==> src/rtl/div_result_bcd.sv <==
// div_result_bcd
//   Captures the divider's quotient/remainder on each rising edge of
//   div_ready. It converts both values to packed BCD by sequential
//   double-dabble (shift-add-3), one bit per clock, with both values
//   processed in parallel. The result is presented with a one-cycle done pulse.
// Parameters
//   WIDTH   binary operand width (must be <= 9 so the result fits in DIGITS)
//   DIGITS  BCD digits per result; BCD outputs are 4*DIGITS bits wide
// Ports
//   clk        system clock, rising edge
//   rst        synchronous active-high reset
//   div_ready  divider ready; rising edge marks a new result
//   quotient   divider quotient (valid while div_ready=1)
//   remainder  divider remainder (valid while div_ready=1)
//   divisor    divisor applied to the divider
//   q_bcd      packed BCD quotient, [3:0] = units digit
//   r_bcd      packed BCD remainder, [3:0] = units digit
//   div_zero   presented result had divisor == 0
//   busy       conversion in progress
//   done       one-cycle pulse when q_bcd/r_bcd/div_zero update
//   overrun    sticky: a result edge arrived while busy
module div_result_bcd #(
  parameter int WIDTH  = 8,
  parameter int DIGITS = 3
) (
  input  logic                  clk,
  input  logic                  rst,
  input  logic                  div_ready,
  input  logic [WIDTH-1:0]      quotient,
  input  logic [WIDTH-1:0]      remainder,
  input  logic [WIDTH-1:0]      divisor,
  output logic [4*DIGITS-1:0]   q_bcd,
  output logic [4*DIGITS-1:0]   r_bcd,
  output logic                  div_zero,
  output logic                  busy,
  output logic                  done,
  output logic                  overrun
);

  localparam int BW = 4 * DIGITS;
  localparam int SW = BW + WIDTH;
  localparam int CW = (WIDTH > 1) ? $clog2(WIDTH) : 1;
  localparam logic [CW-1:0] LAST = CW'(WIDTH - 1);

  typedef enum logic {IDLE, SHIFT} state_t;

  state_t          state;
  logic [CW-1:0]   count;
  logic            ready_d;
  logic            edge_det;
  logic [SW-1:0]   q_scr, r_scr;
  logic [SW-1:0]   q_nxt, r_nxt;
  logic            zero_scr;

  // One double-dabble iteration on the {bcd, bin} scratch: correct every
  // BCD nibble >= 5 by adding 3, then shift the whole word left by one.
  function automatic logic [SW-1:0] dabble_step(input logic [SW-1:0] s);
    logic [SW-1:0] t;
    t = s;
    for (int d = 0; d < DIGITS; d++) begin
      if (t[WIDTH + 4*d +: 4] >= 4'd5)
        t[WIDTH + 4*d +: 4] = t[WIDTH + 4*d +: 4] + 4'd3;
    end
    return {t[SW-2:0], 1'b0};
  endfunction

  assign edge_det = div_ready & ~ready_d;

  always_comb begin
    q_nxt = dabble_step(q_scr);
    r_nxt = dabble_step(r_scr);
  end

  // Control and presented outputs. ready_d resets high so a div_ready held
  // high across reset is not seen as a fresh result.
  always_ff @(posedge clk) begin
    if (rst) begin
      ready_d  <= 1'b1;
      state    <= IDLE;
      count    <= '0;
      busy     <= 1'b0;
      done     <= 1'b0;
      overrun  <= 1'b0;
      q_bcd    <= '0;
      r_bcd    <= '0;
      div_zero <= 1'b0;
    end else begin
      ready_d <= div_ready;
      done    <= 1'b0;
      case (state)
        IDLE: begin
          if (edge_det) begin
            count <= '0;
            busy  <= 1'b1;
            state <= SHIFT;
          end
        end
        SHIFT: begin
          // Edges during a conversion are dropped but remembered.
          if (edge_det)
            overrun <= 1'b1;
          count <= count + 1'b1;
          if (count == LAST) begin
            q_bcd    <= q_nxt[SW-1 -: BW];
            r_bcd    <= r_nxt[SW-1 -: BW];
            div_zero <= zero_scr;
            done     <= 1'b1;
            busy     <= 1'b0;
            state    <= IDLE;
          end
        end
        default: state <= IDLE;
      endcase
    end
  end

  // Conversion scratch: data only, no reset needed.
  always_ff @(posedge clk) begin
    if (state == IDLE && edge_det) begin
      q_scr    <= {{BW{1'b0}}, quotient};
      r_scr    <= {{BW{1'b0}}, remainder};
      zero_scr <= (divisor == '0);
    end else if (state == SHIFT) begin
      q_scr <= q_nxt;
      r_scr <= r_nxt;
    end
  end

endmodule

==> config.mk <==
export PLATFORM = sky130hd
export DESIGN_NAME = div_result_bcd
export DESIGN_NICKNAME = d
export VERILOG_FILES = /design/src/rtl/div_result_bcd.sv
export SDC_FILE = /design/constraint.sdc
export NUM_CORES = 1
export LEC_CHECK = 0
export CORE_ASPECT_RATIO = 0.7
export CORE_UTILIZATION = 25
export CTS_BUF_LIST = sky130_fd_sc_hd__clkbuf_8
export DETAILED_ROUTE_END_ITERATION = 16
export PLACE_DENSITY_LB_ADDON = 0.2
export SETUP_SLACK_MARGIN = 0.5
export SLEW_MARGIN = 20
export SYNTH_ARGS = -nofsm -noshare
export SYNTH_HDL_FRONTEND = slang
export SYNTH_SLANG_ARGS = --single-unit
==> constraint.sdc <==
create_clock -name clk -period 2.3 [get_ports clk]
set_clock_uncertainty 0.2 [all_clocks]
set_input_delay 0.23 -clock clk [delete_from_list [all_inputs] [get_ports clk]]
set_output_delay 0.23 -clock clk [all_outputs]
set_load 0.02 [all_outputs]
==> metrics <==
final WL 6440 um; RSZ-0062 raised after global routing false; Worst-path clk slew 0.08 ns; Synth Area in Adders 5.71%; Final period util 75.0%; Hold Path Class reg -> reg; Logic pwr share 18.4%; Crit Path Category reg -> out; critical path arrival 1.29 ns; CTS buffer count 9; design area 0.00401 sq mm; unique cell type count in the Yosys netlist 33; Net Sw Frac 28.0%; drt pass-1 iters 4; Synth-to-Final Area Change 30.8%; Switch Pwr 0.861 mW; CTS sink count 74; crit path cell chain clkdlybuf4s50_1; Synth top area share 37.2%; outcome finished clean; xor and xnor fraction of the mapped netlist area 1.71%; Leak Pwr 1.67 nW; Worst Setup SP busy$_SDFFE_PP0P_; Chip Width 134 um; post-synthesis cell area 0.00307 sq mm; Die ar. 0.0127 sq mm; largest net degree at the start of global routing 24; worst-case hold path end point r_bcd[11]$_SDFFE_PP0P_; average vias per placed instance 4.26; initial antenna violation count 0; DR vias 2088; Buf/Inv on CP 1; Mapped Avg Cell Area 11.4 sq um; Post-synth EDFFs 17; largest family of logic cells by synthesized area compound AO/OA/AOI/OAI gates; Die Y-Extent 94.6 um; Clk Latency, worst-skew pair 0.35 ns; Worst path slowest cell clkdlybuf4s50_1; compound-cell area share of the yosys netlist 16.4%; post-CTS setup buffers 0; Final setup viols 0; Max-Cap Viols 0; Seq pwr share 50.1%; # hold bufs at CTS 0; worst relative slew slack 79.0%; Final #Nets 369; Starting Density 26.0%; post-synthesis simple-gate area fraction 9.59%; Inserted Diodes 0; GRT Residual Overflow 0; count leader, synth dfxtp_1; reg2reg start q_scr[9]$_SDFFE_PP0P_; share of the yosys chip area belonging to registers 53.9%; WL/cell 13.1 um; # IOs 55; Synthesized Nets 309; count of input and output buffers 54; top cells by area, synth dfxtp_1 37%, edfxtp_1 17%, a22o_1 7.7%; top cells by count, synth 57 x dfxtp_1, 27 x a22o_1, 22 x nand2_1, 20 x o21ai_0, 17 x edfxtp_1; worst-margin pin slew 0.312 ns; post-route ant nets 0; cell count of the worst hold path 2; FFs w/ async S/R, synth 0%; Final TNS setup 0 ns; DR iter-0 viols 92; mux cell area share after synthesis 7.76%; CP startpoint kind flop; Largest delay share family, worst path buffers and inverters; Critical Path End Type output pin; Routability Congestion 0.753; DPL Wire Length 4390 um; Root Driver clkbuf_8; Clk network pwr share 31.5%; R2R Path End q_scr[10]$_SDFFE_PP0P_; Hold Fails Final Rpt 0; Seq cells post-synth 74; VDD IR max 0.271 mV; first-pass GRT wire length 10200 um; power per cell area 766 mW/mm^2; area occupied by multi-input gates 0.00128 sq mm; Yosys top cell by area dfxtp_1; Cells after Synth 268; slowest stage delay, CP 0.61 ns; row cnt 33; min-delay src r_bcd[11]$_SDFFE_PP0P_; fmax 0.580 GHz; worst r2r path cells 6; Internal Pwr Total 2.21 mW; Main synth FF type dfxtp_1; H-tree levels 3; maximum clock path buffer count 2; Fill cells 1199; internal reg-to-reg setup slack 0.61 ns; Synth Warn # 0; vias in the first global route 1961; Core Region 0.0118 sq mm; layout cells sized above 1 14.7%; Register Area 0.00165 sq mm; DRC viols 0; min cycle time layout 1.72 ns; WP data required 1.87 ns; All-Layer GR Usage 10.9%; Placed Area 0.00378 sq mm; max-slew violations 0; Crit Path Max Fanout 2; CTS tree built
area by class of cell:
type / count / area share (%)
Sequential cell: 74 / 41.2
Multi-Input combinational cell: 167 / 32.0
Timing Repair Buffer: 61 / 15.7
Tap cell: 157 / 4.90
Clock buffer: 9 / 3.09
Clock inverter: 7 / 1.53
Inverter: 15 / 1.53
tightest hold or removal path: stages (launching register included):
cell     delay, ns
dfxtp_1       0.33
nand2_1       0.04
o21ai_0       0.06
logic make-up after synthesis:
family                   Yosys count
AO/OA/AOI/OAI                     73
AND/OR/NAND/NOR                   55
multiplexers                      19
XOR/XNOR                           6
adder cells (fa/ha/maj)           14
buffers and inverters             27
flip-flops                        74
metal layers:
| metal | GRT usage (%) | share of wire, % |
|---|---|---|
| met5 | 0 | 0 |
| met1 | 15.1 | 53 |
| met3 | 4.94 | 5.6 |
| met2 | 14.1 | 40 |
| met4 | 4.68 | 0.92 |
layout by cell type, fill, tap and decap left out, types with 2 or more instances in the layout:
cell type,count
clkinv_2,4
nor3b_1,8
nor2_1,7
a32o_1,4
a21oi_2,6
dfxtp_1,56
ha_1,14
inv_1,14
a22o_1,27
nand2b_1,9
a21oi_1,10
o22ai_1,3
xnor2_1,6
buf_4,6
edfxtp_1,17
o21ai_0,20
dlymetal6s2s_1,10
or4_1,2
mux2_4,8
clkdlybuf4s50_1,44
and3_1,2
mux2_2,6
nand2_1,22
mux2i_1,4
clkbuf_8,9
a22oi_1,2
worst max path at each step:
stage,end,slack [ns],cells past startpoint
5_1_grt,r_scr[14]$_SDFFE_PP0P_,0.50,6
2_1_floorplan,q_bcd[4]$_SDFFE_PP0P_,0.68,8
4_1_cts,r_bcd[2]$_SDFFE_PP0P_,0.51,6
6_report,busy,0.58,1
3_3_place_gp,q_scr[7]$_DFFE_PP_,0.24,4
3_5_place_dp,r_scr[6]$_DFFE_PP_,0.22,4
power by group through the flow:
stage,Clock [mW],Sequential [mW],Combinational (mW)
after floorplan,0,1.54,0.398
after global placement,0,1.56,0.538
after detailed placement,0,1.56,0.546
after CTS,1.02,1.53,0.548
after global routing,1.08,1.56,0.634
final,0.967,1.54,0.565
flip-flops by register name, indices dropped and copies added (netlist names), 3 cells and up:
register	cells
r_scr	20
count	3
q_bcd	12
r_bcd	12
q_scr	20
stage by stage:
stage | hold WS, ns | std cells | total power [mW] | utilization (%) | setup WS, ns
floorplan | 0.102 | 268 | 1.93 | - | 0.681
global placement | 0.246 | 474 | 2.09 | 32.0 | 0.242
detailed placement | 0.246 | 474 | 2.10 | 32.0 | 0.225
CTS | 0.253 | 490 | 3.10 | 33.5 | 0.508
global route | 0.253 | 490 | 3.27 | 34.0 | 0.500
finish | 0.261 | 490 | 3.07 | 34.0 | 0.575
repair_timing:
action,4_1_cts,5_1_grt
gates resized for setup,0,17
endpoints found under the hold margin,0,0
endpoints found under the setup margin,0,21
Note: power is estimated with default switching activity, not from simulation.
